`src/rtl/can_uart_formatter_if.sv`:
```
// Frame input and line output bundle between the CAN receive path, the formatter and uart_tx.
`timescale 1ns/1ps
interface can_uart_formatter_if;
    logic        frame_valid;
    logic [10:0] can_id;
    logic [3:0]  can_dlc;
    logic [63:0] can_data;
    logic [63:0] tx_data;
    logic [1:0]  uart_start;

    modport master (
        output frame_valid, can_id, can_dlc, can_data,
        input  tx_data, uart_start
    );

    modport slave (
        input  frame_valid, can_id, can_dlc, can_data,
        output tx_data, uart_start
    );
endinterface

```
`src/rtl/can_uart_formatter.sv`:
```
// Turns each CAN frame into three 8-character ASCII lines for uart_tx.
// The lines are paced by a fixed line-time counter, and one further frame can wait in a pending buffer.
`timescale 1ns/1ps
module can_uart_formatter #(
    parameter int LINE_CYCLES = 108500
) (
    input  logic                clk,
    input  logic                rst,
    can_uart_formatter_if.slave bus,
    output logic                busy,
    output logic [7:0]          drop_cnt
);
    localparam int CW = $clog2(LINE_CYCLES) + 1;
    localparam logic [CW-1:0] WAIT_LOAD = CW'(LINE_CYCLES - 2);

    typedef enum logic [1:0] {IDLE, SEND, WAIT} state_t;
    state_t state;

    logic          pend_valid;
    logic [10:0]   pend_id;
    logic [3:0]    pend_dlc;
    logic [63:0]   pend_data;

    logic [10:0]   id;
    logic [3:0]    dlc_c;
    logic [63:0]   data;
    logic [1:0]    line_idx;
    logic [CW-1:0] cnt;

    logic [63:0]   tx_data;
    logic [1:0]    uart_start;
    logic [63:0]   line_text;
    logic          consume;
    logic          accept;

    function automatic logic [7:0] hex_char(input logic [3:0] n);
        return (n < 4'd10) ? (8'h30 + {4'h0, n}) : (8'h37 + {4'h0, n});
    endfunction

    // Bytes beyond the clamped DLC print as "--".
    function automatic logic [15:0] byte_text(input logic [7:0] b, input logic [3:0] idx,
                                              input logic [3:0] dlc);
        if (idx < dlc)
            return {hex_char(b[7:4]), hex_char(b[3:0])};
        return 16'h2D2D;
    endfunction

    always_comb begin
        line_text = '0;
        case (line_idx)
            2'd0: line_text = {8'h49, hex_char({1'b0, id[10:8]}), hex_char(id[7:4]),
                               hex_char(id[3:0]), 8'h20, 8'h4C, hex_char(dlc_c), 8'h20};
            2'd1: begin
                for (int i = 0; i < 4; i++)
                    line_text[63-16*i -: 16] = byte_text(data[63-8*i -: 8], 4'(i), dlc_c);
            end
            default: begin
                for (int i = 0; i < 4; i++)
                    line_text[63-16*i -: 16] = byte_text(data[31-8*i -: 8], 4'(i + 4), dlc_c);
            end
        endcase
    end

    // A strobe may refill the buffer in the same cycle that IDLE empties it.
    assign consume = (state == IDLE) && pend_valid;
    assign accept  = bus.frame_valid && (!pend_valid || consume);

    always_ff @(posedge clk) begin
        if (rst) begin
            state      <= IDLE;
            pend_valid <= 1'b0;
            pend_id    <= '0;
            pend_dlc   <= '0;
            pend_data  <= '0;
            id         <= '0;
            dlc_c      <= '0;
            data       <= '0;
            line_idx   <= '0;
            cnt        <= '0;
            tx_data    <= '0;
            uart_start <= 2'b00;
            busy       <= 1'b0;
            drop_cnt   <= '0;
        end else begin
            uart_start <= 2'b00;

            case (state)
                IDLE: begin
                    if (pend_valid) begin
                        id       <= pend_id;
                        dlc_c    <= (pend_dlc > 4'd8) ? 4'd8 : pend_dlc;
                        data     <= pend_data;
                        line_idx <= 2'd0;
                        busy     <= 1'b1;
                        state    <= SEND;
                    end
                end
                SEND: begin
                    tx_data    <= line_text;
                    uart_start <= 2'b01;
                    cnt        <= WAIT_LOAD;
                    state      <= WAIT;
                end
                WAIT: begin
                    if (cnt == '0) begin
                        if (line_idx < 2'd2) begin
                            line_idx <= line_idx + 2'd1;
                            state    <= SEND;
                        end else begin
                            busy  <= 1'b0;
                            state <= IDLE;
                        end
                    end else begin
                        cnt <= cnt - 1'b1;
                    end
                end
                default: state <= IDLE;
            endcase

            if (accept) begin
                pend_valid <= 1'b1;
                pend_id    <= bus.can_id;
                pend_dlc   <= bus.can_dlc;
                pend_data  <= bus.can_data;
            end else if (consume) begin
                pend_valid <= 1'b0;
            end

            if (bus.frame_valid && !accept && drop_cnt != 8'hFF)
                drop_cnt <= drop_cnt + 8'd1;
        end
    end

    assign bus.tx_data    = tx_data;
    assign bus.uart_start = uart_start;
endmodule

```
`src/flat_wrapper.sv`:
```
// flat-port wrapper written by rule: the top's interface ports become plain ports
module can_uart_formatter_flat 
#(
    parameter int LINE_CYCLES = 108500
)
  (clk, rst, busy, drop_cnt, bus_frame_valid, bus_can_id, bus_can_dlc, bus_can_data, bus_tx_data, bus_uart_start);
  can_uart_formatter_if bus_i ();
  input  logic clk;
  input  logic rst;
  output logic busy;
  output logic [7:0] drop_cnt;
  input wire logic [$bits(bus_i.frame_valid)-1:0] bus_frame_valid;
  input wire logic [$bits(bus_i.can_id)-1:0] bus_can_id;
  input wire logic [$bits(bus_i.can_dlc)-1:0] bus_can_dlc;
  input wire logic [$bits(bus_i.can_data)-1:0] bus_can_data;
  output wire logic [$bits(bus_i.tx_data)-1:0] bus_tx_data;
  output wire logic [$bits(bus_i.uart_start)-1:0] bus_uart_start;
  assign bus_i.frame_valid = bus_frame_valid;
  assign bus_i.can_id = bus_can_id;
  assign bus_i.can_dlc = bus_can_dlc;
  assign bus_i.can_data = bus_can_data;
  assign bus_tx_data = bus_i.tx_data;
  assign bus_uart_start = bus_i.uart_start;
  can_uart_formatter #(.LINE_CYCLES(LINE_CYCLES)) u_core (.clk(clk), .rst(rst), .bus(bus_i), .busy(busy), .drop_cnt(drop_cnt));
endmodule
```
`config.mk`:
```
export PLATFORM = sky130hd
export DESIGN_NAME = can_uart_formatter_flat
export DESIGN_NICKNAME = d
export VERILOG_FILES = /design/src/rtl/can_uart_formatter_if.sv /design/src/rtl/can_uart_formatter.sv /design/src/flat_wrapper.sv
export SDC_FILE = /design/constraint.sdc
export NUM_CORES = 1
export LEC_CHECK = 0
export ABC_CLOCK_PERIOD_IN_PS = 2200
export BUFFER_PORTS_ARGS = -buffer_cell sky130_fd_sc_hd__buf_4
export CAP_MARGIN = 5
export CORE_MARGIN = 4
export CORE_UTILIZATION = 58
export CTS_CLUSTER_DIAMETER = 80
export CTS_CLUSTER_SIZE = 14
export DETAILED_ROUTE_END_ITERATION = 16
export GPL_ROUTABILITY_DRIVEN = 0
export PLACE_DENSITY = 0.87
export SLEW_MARGIN = 25
export SYNTH_ARGS = -nofsm -noshare
export SYNTH_HDL_FRONTEND = slang
export SYNTH_SLANG_ARGS = --single-unit
```
`constraint.sdc`:
```
create_clock -name clk -period 2.2 [get_ports clk]
set_clock_uncertainty 0.15 [all_clocks]
set_input_delay 0 -clock clk [delete_from_list [all_inputs] [get_ports clk]]
set_output_delay 0 -clock clk [all_outputs]
set_load 0.03 [all_outputs]
```
# Word level (Yosys, flattened, before mapping)
# Index checks and enable logic that the tools add are counted.
# totals
ff_bits,256
output_inout_bits,75
# classes
n_eq_ne,9
mux,71
order_cmp,30
n_addsub,43
n_reduce_logical,19
# ops
operator,n
"adder 6 x 4 -> 7 bit, first input constant",38
2-to-1 mux 16 bit,16
2-to-1 mux 8 bit,20
case mux 64 bit (2 select lines),1
"less-than comparator 4 bit, second input constant",19
case mux 18 bit (2 select lines),1
2-to-1 mux 1 bit,23
logical NOT 18 bit,1
2-to-1 mux 18 bit,1
"subtractor 18 x 1 -> 18 bit, second input constant",1
"less-than comparator 3 x 4 -> 1 bit, first input constant",4
"adder 6 x 3 -> 7 bit, first input constant",2
2-to-1 mux 2 bit,5
"adder 8 x 1 -> 8 bit, second input constant",1
"less-than comparator 1 x 4 -> 1 bit, first input constant",2
"less-than comparator 2 x 4 -> 1 bit, first input constant",2
"!= test 8 bit, second input constant",1
AND reduction 4 bit,2
"!= test 2 x 1 -> 1 bit, second input constant",3
case mux 2 bit (3 select lines),1
AND reduction 2 bit,3
nonzero test 2 bit,3
"equality test 2 x 1 -> 1 bit, second input constant",2
"> comparator 4 bit, second input constant",1
other kinds (13),19

# Depth between registers and ports, before layout
# Gate-level depths: netlist of the first run.
# logic_depth
word_depth,7
depth_mapped,8
depth_no_buf,6

# Least setup slack after synthesis of the first run
# OpenSTA, ideal clock, no wires.
# synth_timing
path_kind,register to register
from,reg u_core.cnt[0]
to,reg u_core.cnt[3]
t_arrival_ps,1765
period_less_slack_ps,2033
stages_incl_launch_ff,8
slack_ps,167
path_cell_list,dfxtp_1 -> inv_1 -> ha_1 -> or3b_2 -> nor4_4 -> buf_6 -> o21ai_0 -> a32o_1
# synth_between
elab_chain_len,3
word_cells_on_any_way,6
classes_between,add/sub (1); eq/ne (1); mux (2); reduce/logical (2)
# synth_lines
element,line_no,source
start: declaration,can_uart_formatter.sv:28,logic [CW-1:0] cnt;
start signal: assignment,can_uart_formatter.sv:114,cnt <= cnt - 1'b1;
subtractor 18 x 1 -> 18 bit / logical NOT 18 bit (equally long branches),"can_uart_formatter.sv:114, can_uart_formatter.sv:105",
2-to-1 mux 18 bit / != test 2 bit (equally long branches),--,
case mux 18 bit (2 select lines) / AND reduction 2 bit (equally long branches),--,
# Parallel ways exist; a longest one is shown, timed or not. The select of a mux whose other input is x is not followed.
# A chain may end at the register's enable or synchronous reset.

# Final worst setup path of the first run
# layout_timing
from,reg u_core.cnt[10]
to,reg u_core.cnt[17]
# The elaborated chain is that of the path after synthesis.

==> results.cfg, run 1 <==
[status]
run_status = finished clean

[timing]
report.final.slew_viol_count = 0
period_needed_ns = 2.114
tns_ns = 0
worst-slew-pin-transition_ns = 0.6760
setup_viol = 0
grt_setup_unrepaired = false
relSlewSlack_pct = 54.76
timing.final.crit_share_pct = 96.07
hold_violations = 0
fmaxAchievable_mhz = 473.1

[worst_setup_path]
slowest_stage = sky130_fd_sc_hd__or4_1
worstPathRequired_ns = 2.49
worst-path-stages = 4
worst_path_largest_cell_delay_ns = 0.69
cp_num_buf_inv = 0
critical_path_peak_fanout = 8
critPathMostFrequentCell = sky130_fd_sc_hd__or4_1
timing.critical_path.from_type = register
arrival_time_at_the_worst_endpoint_ns = 2.40
cell_class_contributing_the_biggest_share_of_worst_path_delay = simple AND/OR/NAND/NOR gates
worstRegToRegCells = 4
critPathKind = register to register
type_of_element_capturing_the_critical_path = register
crit_chain = or4_1 -> or4_1 -> nor3_2 -> mux2i_1

[layout]
most_common_cell_after_layout_fill_and_taps_aside = sky130_fd_sc_hd__nand2_1
layout.cells.most_common_list = sky130_fd_sc_hd__nand2_1, sky130_fd_sc_hd__dfxtp_1, sky130_fd_sc_hd__a21oi_1
multi_input_area_mm2 = 0.006158
diodes = 0
seqCellArea_mm2 = 0.004945
nFillCells = 1369
synthToLayoutAreaGrowth_pct = 25.85
final_layout_size_suffix_gt1_share_pct = 14.57
post_route_design_area_mm2 = 0.01473
layout.nets = 1850

[yosys]
yosys-mux-area-fraction_pct = 0.5238
synth_xor_area_share_pct = 1.422
synth-warning-count = 0
post_synthesis_cell_count = 1532
postSynth.asyncResetShare_pct = 0
synth_ff_type = sky130_fd_sc_hd__dfxtp_1
largest_family_of_logic_cells_by_synthesized_area = simple AND/OR/NAND/NOR gates
yosys.area_share.simple_pct = 24.25
synth_compound_area_share_pct = 23.16
mappedNetlistArea_mm2 = 0.01170
synth.ff_latch_count = 247
syn_area_per_cell_um2 = 7.640
yosysSeqAreaShare_pct = 42.24
ys_types = 67
synth-edff-count = 0
synth_adder_area_share_pct = 2.672

[floorplanning]
ios = 157
floorplan.initialDensity_pct = 59.56
die_area_mm2 = 0.02252
coreArea_mm2 = 0.01965
placementRows = 51
horizontal_die_dimension_um = 150.1
die_h_um = 150.1

[routing]
route.antenna.remaining_nets = 0
detail_route.iter0.violations = 1509
remaining_drc_errors = 0
via_count = 12130
wire_per_inst_um = 17.86
postRouteWirelength_um = 35860
first_pass_detailed_route_iteration_total = 6
avgViaCountPerCell = 6.042

[global_routing]
grt.total_usage_pct = 30.89
antenna_found_initial = 0
grt_overflow_total = 0
grt_first_pass_wirelength_um = 56790
grt_max_degree = 114
number_of_global_route_vias_before_repair = 11290

[place]
placed_area_mm2 = 0.01328
port_buffers = 147
dp_hpwl_um = 23820

[cts]
cts.sink_count = 247
cts.path.max_buffers = 3
clk-insertion-delay-late_ns = 0.51
post-cts-setup-buffer-count = 0
cts_tree = done
cts_buffers = 21
cts_max_level = 1
clk_pin_slew_ns = 0.07
cts-root-buf = sky130_fd_sc_hd__clkbuf_16

[power]
powerDensity_mw_per_mm2 = 754.9
p_total_mw = 11.12
power_leakage_nw = 5.408
vdd_ir_drop_max_v = 0.0005046

[flow_run]
maxCapViolations = 0

[hold_path]
worstHoldPathCells = 4
hold_class = input port to register
## worst paths after layout
kind	start	endpoint	slack, ns
worst min-delay path	bus_can_data[44]	u_core.pend_data[44]	0.14
worst max register to register	u_core.cnt[10]	u_core.cnt[17]	0.09
worst min register to register	u_core.pend_id[2]	u_core.id[2]	0.30
worst max-delay path	u_core.cnt[10]	u_core.cnt[17]	0.09
## per-layer routing
layer  wire length [um]  GRT usage, %  up-vias
met5                  0             0        -
li1                   -             -     5703
met1              14030         40.35     5643
met3               3398         5.603      133
met2              16870         50.75      653
met4               1555         12.31        0
## where the power goes
part | switching [mW] | internal (mW) | total [mW] | leakage, nW
sequential | 0.304 | 4.77 | 5.08 | 2.02
clock | 1.59 | 1.70 | 3.29 | 0.263
combinational | 1.60 | 1.15 | 2.76 | 3.13
total | 3.50 | 7.62 | 11.1 | 5.41
## timing repair
item                                    in CTS  in global routing
endpoints found under the hold margin      136                  0
endpoints found under the setup margin       0                 20
gates resized for setup                      0                  7
hold buffers                                89                  0
## area by class of cell
type	count	area share, %
Inverter	48	1.223
Sequential cell	247	33.57
Timing Repair Buffer	291	17.47
Tap cell	265	2.251
Multi-Input combinational cell	1134	41.81
Clock inverter	2	0.1104
Clock buffer	21	3.567
## per-stage QoR
stage               setup WS (ns)  cells  util, %  hold WS, ns
finish                    0.08644   2008    74.95       0.1375
global route             0.007939   2008    74.95       0.1532
CTS                      0.009766   2008    74.85       0.1221
detailed placement        0.03475   1896    67.56       0.1055
global placement           0.1354   1896    67.56      0.09701
floorplan                  0.1674   1540        -     -0.02053
## worst register-to-register path, delay by kind of cell (launching register included)
kind | cells | cell delay [ns]
muxes | 1 | 0.21
DFF | 1 | 0.37
and+or+nand+nor | 3 | 1.32
## cells by family after synthesis
family | Yosys count
fa+ha+maj | 25
flops | 247
buf+inv | 159
other cells | 1
mux | 6
xor+xnor | 19
compound gates | 453
simple gates | 622
## flip-flops by register name, indices dropped and copies added, names as in the netlist
register / cells
u_core.id: 11
u_core.pend_valid: 1
u_core.line_idx: 2
u_core.dlc_c: 4
u_core.pend_id: 11
u_core.pend_dlc: 4
u_core.pend_data: 64
u_core.cnt: 18
u_core.state: 2
u_core.bus.tx_data: 56
u_core.data: 64
u_core.drop_cnt: 8
u_core.busy: 1
u_core.bus.uart_start: 1
## synthesized netlist by cell type, types with 14 or more instances
master / n / area (um2)
sky130_fd_sc_hd__a311oi_1: 23 / 201.4
sky130_fd_sc_hd__a211oi_1: 19 / 142.6
sky130_fd_sc_hd__inv_1: 48 / 180.2
sky130_fd_sc_hd__nor3b_1: 15 / 112.6
sky130_fd_sc_hd__nand2_1: 376 / 1411
sky130_fd_sc_hd__dfxtp_1: 247 / 4945
sky130_fd_sc_hd__nor2_1: 78 / 292.8
sky130_fd_sc_hd__xnor2_1: 18 / 157.7
sky130_fd_sc_hd__o21ai_0: 86 / 430.4
sky130_fd_sc_hd__nor3_1: 37 / 185.2
sky130_fd_sc_hd__and2_1: 14 / 87.58
sky130_fd_sc_hd__nor2b_1: 25 / 156.4
sky130_fd_sc_hd__ha_1: 25 / 312.8
sky130_fd_sc_hd__clkbuf_1: 88 / 330.3
sky130_fd_sc_hd__o31ai_1: 14 / 105.1
sky130_fd_sc_hd__a31oi_1: 16 / 100.1
sky130_fd_sc_hd__a21oi_1: 221 / 1106
Power figures use the tool's default switching activity.
==> run 2: changes to the inputs <==
--- a/config.mk
+++ b/config.mk
@@ -9,13 +9,14 @@
 export BUFFER_PORTS_ARGS = -buffer_cell sky130_fd_sc_hd__buf_4
 export CAP_MARGIN = 5
 export CORE_MARGIN = 4
-export CORE_UTILIZATION = 58
+export CORE_UTILIZATION = 45
 export CTS_CLUSTER_DIAMETER = 80
 export CTS_CLUSTER_SIZE = 14
 export DETAILED_ROUTE_END_ITERATION = 16
 export GPL_ROUTABILITY_DRIVEN = 0
-export PLACE_DENSITY = 0.87
-export SLEW_MARGIN = 25
+export PLACE_DENSITY = 0.72
+export RECOVER_POWER = 25
+export SLEW_MARGIN = 15
 export SYNTH_ARGS = -nofsm -noshare
 export SYNTH_HDL_FRONTEND = slang
 export SYNTH_SLANG_ARGS = --single-unit
==> run 2 against run 1 <==
Power decreased by 1.8%. Hold slack improved by 0.0031 ns. Core utilization decreased by 18 points. Non-clock buffer count decreased by 7. Via count decreased by 4.5%. Worst setup slack about the same. Die area increased by 27%. Combinational power decreased by 7%. Sequential power about the same. Clock power about the same. Critical endpoint is now u_core.bus.tx_data[53]. Largest power group unchanged.
==> results.cfg, run 2 (synthesis results as in run 1) <==
[status]
run_status = finished clean

[floorplanning]
placementRows = 58
die_h_um = 169.3
floorplan.initialDensity_pct = 46.08
die_area_mm2 = 0.02866
horizontal_die_dimension_um = 169.3
ios = 157
coreArea_mm2 = 0.02540

[routing]
via_count = 11580
detail_route.iter0.violations = 1148
route.antenna.remaining_nets = 0
wire_per_inst_um = 16.50
postRouteWirelength_um = 34110
first_pass_detailed_route_iteration_total = 8
remaining_drc_errors = 0
avgViaCountPerCell = 5.604

[timing]
timing.final.crit_share_pct = 96.07
grt_setup_unrepaired = false
tns_ns = 0
setup_viol = 0
hold_violations = 0
relSlewSlack_pct = 11.59
worst-slew-pin-transition_ns = 1.326
fmaxAchievable_mhz = 473.1
period_needed_ns = 2.114
setup_slack_ns = 0.08636
timing.hold.ws_ns = 0.1406
report.final.slew_viol_count = 0

[power]
powerDensity_mw_per_mm2 = 759.1
power_leakage_nw = 5.081
p_total_mw = 10.92
vdd_ir_drop_max_v = 0.0007235

[cts]
cts-root-buf = sky130_fd_sc_hd__clkbuf_16
cts_buffers = 21
cts.sink_count = 247
cts.path.max_buffers = 3
cts_tree = done
cts_max_level = 1
clk-insertion-delay-late_ns = 0.51
clk_pin_slew_ns = 0.07

[flow_run]
maxCapViolations = 0

[worst_setup_path]
arrival_time_at_the_worst_endpoint_ns = 2.34
cp_num_buf_inv = 2
worstPathRequired_ns = 2.43
type_of_element_capturing_the_critical_path = register
timing.critical_path.from_type = register
critPathKind = register to register
crit_chain = inv_1 -> ha_1 -> buf_4 -> nor2b_1 -> nand2_1 -> o221ai_1 -> a21oi_1
reg2reg_setup_slack_ns = 0.09
critical_path_peak_fanout = 14
slowest_stage = sky130_fd_sc_hd__nor2b_1
cell_class_contributing_the_biggest_share_of_worst_path_delay = simple AND/OR/NAND/NOR gates
worst_path_largest_cell_delay_ns = 0.43

[global_routing]
number_of_global_route_vias_before_repair = 10330
grt_overflow_total = 0
grt.total_usage_pct = 22.46
grt_max_degree = 101
grt_first_pass_wirelength_um = 53370
antenna_found_initial = 0

[layout]
most_common_cell_after_layout_fill_and_taps_aside = sky130_fd_sc_hd__nand2_1
layout.nets = 1843
final_layout_size_suffix_gt1_share_pct = 10.71
synthToLayoutAreaGrowth_pct = 22.92
post_route_design_area_mm2 = 0.01439
layout.cells.most_common_list = sky130_fd_sc_hd__nand2_1, sky130_fd_sc_hd__dfxtp_1, sky130_fd_sc_hd__a21oi_1
largestRegisters = u_core.data x64, u_core.pend_data x64, u_core.bus.tx_data x56

[place]
port_buffers = 147
dp_hpwl_um = 24100
pre_cts_slack_ns = 0.04290
placed_area_mm2 = 0.01327

[hold_path]
hold_class = input port to register
## run 2: changes by cell type in the layout (fill, tap and decap cells not counted), sizes merged
cell,previous run,this run
clkbuf,21,87
dlygate4sd3,89,81
diode,0,1
buf,202,137
## run 2: worst paths after layout
check                                    startpoint                endpoint  cells after the start
worst min-delay path               bus_can_data[56]    u_core.pend_data[56]                      4
worst max-delay path             u_core.line_idx[1]  u_core.bus.tx_data[53]                      7
worst max register to register   u_core.line_idx[1]  u_core.bus.tx_data[53]                      7
worst min register to register  u_core.pend_data[0]          u_core.data[0]                      2
## run 2: stage by stage
step           std cells  util, %
2_1_floorplan       1540        -
3_3_place_gp        1961    52.26
3_5_place_dp        1961    52.26
4_1_cts             2065    57.58
5_1_grt             2066    56.64
6_report            2067    56.65
## run 2: tightest hold or removal path: cells and delay by family
family,cells,cell delay [ns]
AO/OA/AOI/OAI,1,0.10
buffers and inverters,2,0.61
AND/OR/NAND/NOR,1,0.04
## run 2: layer usage
| layer | up-vias | track usage, % | share of wire (%) |
|---|---|---|---|
| met2 | 407 | 35.67 | 46 |
| met1 | 5406 | 32.43 | 45 |
| met5 | - | 0 | 0 |
| met3 | 60 | 2.982 | 6.7 |
| li1 | 5710 | - | - |
| met4 | 0 | 5.810 | 2.6 |
## run 2: final cells by class
type | count | area [um2]
fill | 2384 | 11010
multi-input combinational | 1134 | 6153
sequential | 247 | 4946
timing repair buffer | 284 | 2151
clock buffer | 21 | 525.5
tap | 330 | 412.9
inverter | 48 | 180.2
clock inverter | 2 | 16.27
antenna | 1 | 2.502
## run 2: power by group
part / internal, mW / leakage [nW] / switching (mW) / total (mW)
logic: 1.04 / 2.80 / 1.54 / 2.58
registers: 4.77 / 2.02 / 0.288 / 5.06
clock network: 1.70 / 0.263 / 1.58 / 3.28
## run 2: repair_timing
item	4_1_cts	5_1_grt
hold endpoints to repair	145	0
buffers inserted	0	1
endpoints found under the setup margin	0	8
gates resized for setup	0	5
hold buffers	81	0
==> run 3: changes to the inputs <==
--- a/config.mk
+++ b/config.mk
@@ -10,13 +10,15 @@
 export CAP_MARGIN = 5
 export CORE_MARGIN = 4
 export CORE_UTILIZATION = 45
+export CTS_BUF_LIST = sky130_fd_sc_hd__clkbuf_4 sky130_fd_sc_hd__clkbuf_8
 export CTS_CLUSTER_DIAMETER = 80
 export CTS_CLUSTER_SIZE = 14
 export DETAILED_ROUTE_END_ITERATION = 16
 export GPL_ROUTABILITY_DRIVEN = 0
+export HOLD_SLACK_MARGIN = 0.12
 export PLACE_DENSITY = 0.72
 export RECOVER_POWER = 25
-export SLEW_MARGIN = 15
+export SLEW_MARGIN = 20
 export SYNTH_ARGS = -nofsm -noshare
 export SYNTH_HDL_FRONTEND = slang
 export SYNTH_SLANG_ARGS = --single-unit
==> run 3 against run 2 <==
Die area unchanged. Non-clock buffer count up 77. First-iteration DRC count up 11%. Maximum frequency up 0.70%. Via count up 3.1%. Clock power down 28%. Critical path type unchanged. Highest routed layer unchanged.
==> results.cfg, run 3 (synthesis results as in run 1) <==
[worst_setup_path]
critical_path_peak_fanout = 14
worstRegToRegCells = 6
timing.critical_path.from_type = register
arrival_time_at_the_worst_endpoint_ns = 2.37
critPathKind = register to register
type_of_element_capturing_the_critical_path = register
worstPathRequired_ns = 2.48

[routing]
avgViaCountPerCell = 5.573
first_pass_detailed_route_iteration_total = 6
via_count = 11940
remaining_drc_errors = 0
postRouteWirelength_um = 35680
route.antenna.remaining_nets = 0
detail_route.iter0.violations = 1269
wire_per_inst_um = 16.65

[global_routing]
grt_max_degree = 101
grt_first_pass_wirelength_um = 56010
number_of_global_route_vias_before_repair = 10810
grt_overflow_total = 0
antenna_found_initial = 0
grt.total_usage_pct = 23.63

[power]
p_total_mw = 10.13
power_leakage_nw = 5.296
powerDensity_mw_per_mm2 = 678.5
vdd_ir_drop_max_v = 0.0006479

[layout]
synthToLayoutAreaGrowth_pct = 27.51
diodes = 0
layout.cells.most_common_list = sky130_fd_sc_hd__nand2_1, sky130_fd_sc_hd__dfxtp_1, sky130_fd_sc_hd__a21oi_1
final_layout_size_suffix_gt1_share_pct = 10.31
largestRegisters = u_core.data x64, u_core.pend_data x64, u_core.bus.tx_data x56
final_core_utilization_pct = 58.76
most_common_cell_after_layout_fill_and_taps_aside = sky130_fd_sc_hd__nand2_1
layout.nets = 1920
post_route_design_area_mm2 = 0.01493

[timing]
tns_ns = 0
setup_viol = 0
report.final.slew_viol_count = 0
fmaxAchievable_mhz = 476.4
relSlewSlack_pct = 44.33
timing.final.crit_share_pct = 95.41
worst-slew-pin-transition_ns = 0.8351
grt_setup_unrepaired = false
period_needed_ns = 2.099
hold_violations = 0

[floorplanning]
ios = 157
coreArea_mm2 = 0.02540
die_h_um = 169.3
floorplan.initialDensity_pct = 46.08
placementRows = 58
die_area_mm2 = 0.02866
horizontal_die_dimension_um = 169.3

[flow_run]
maxCapViolations = 0

[cts]
cts.sink_count = 247
cts_buffers = 21
cts_max_level = 1
clk_pin_slew_ns = 0.10
clk-insertion-delay-late_ns = 0.55
cts-root-buf = sky130_fd_sc_hd__clkbuf_8
cts.path.max_buffers = 3
cts_tree = done

[hold_path]
hold_class = input port to register
worstHoldPathCells = 4

[place]
port_buffers = 147
dp_hpwl_um = 24100
placed_area_mm2 = 0.01327

[status]
run_status = finished clean
-- run 3: path summary, 6_finish.rpt --
kind / slack, ns / end / start
worst max-delay path: 0.10 / u_core.bus.tx_data[53] / u_core.line_idx[0]
worst min-delay path: 0.13 / u_core.pend_data[2] / bus_can_data[2]
worst max register to register: 0.10 / u_core.bus.tx_data[53] / u_core.line_idx[0]
worst min register to register: 0.30 / u_core.data[0] / u_core.pend_data[0]
-- run 3: power by group --
part	switching, mW	internal, mW
registers	0.289	4.77
clock network	1.48	0.868
logic	1.58	1.14
total	3.35	6.77
-- run 3: what timing repair did --
item                                    CTS  global route
resized for setup                         0             6
endpoints found under the setup margin    0             6
hold buffers                            158             0
endpoints found under the hold margin   240             0
setup buffers                             0             1
-- run 3: cell type report --
cell class              count  area (um2)
fillers                  2328       10470
multi-input cells        1134        6155
flip-flops and latches    247        4946
repair buffers            361        2928
well taps                 330       412.9
clock buffers              21       289.0
inverters                  48       180.2
clock inverters             2       15.01
-- run 3: stage by stage --
step,cells,hold slack (ns),setup WS [ns]
2_1_floorplan,1540,-0.02053,0.1674
3_3_place_gp,1961,0.09813,0.1297
3_5_place_dp,1961,0.1041,0.04290
4_1_cts,2142,0.1210,0.01933
5_1_grt,2143,0.1357,0.009546
6_report,2143,0.1283,0.1010
-- run 3: worst max-delay path, cell delays in order (launching register included) --
cell	delay [ns]
sky130_fd_sc_hd__dfxtp_1	0.38
sky130_fd_sc_hd__ha_1	0.28
sky130_fd_sc_hd__buf_4	0.23
sky130_fd_sc_hd__nor2b_1	0.42
sky130_fd_sc_hd__nand2_1	0.19
sky130_fd_sc_hd__o221ai_1	0.22
sky130_fd_sc_hd__a21oi_1	0.10
-- run 3: routing by layer --
metal,routed length (um),part of all wire [%],GRT usage (%),up-vias
li1,-,-,-,5867
met1,15800,44,33.31,5590
met2,16610,47,38.44,415
met3,2317,6.5,3.191,72
met4,945,2.6,6.090,0
met5,0,0,0,-
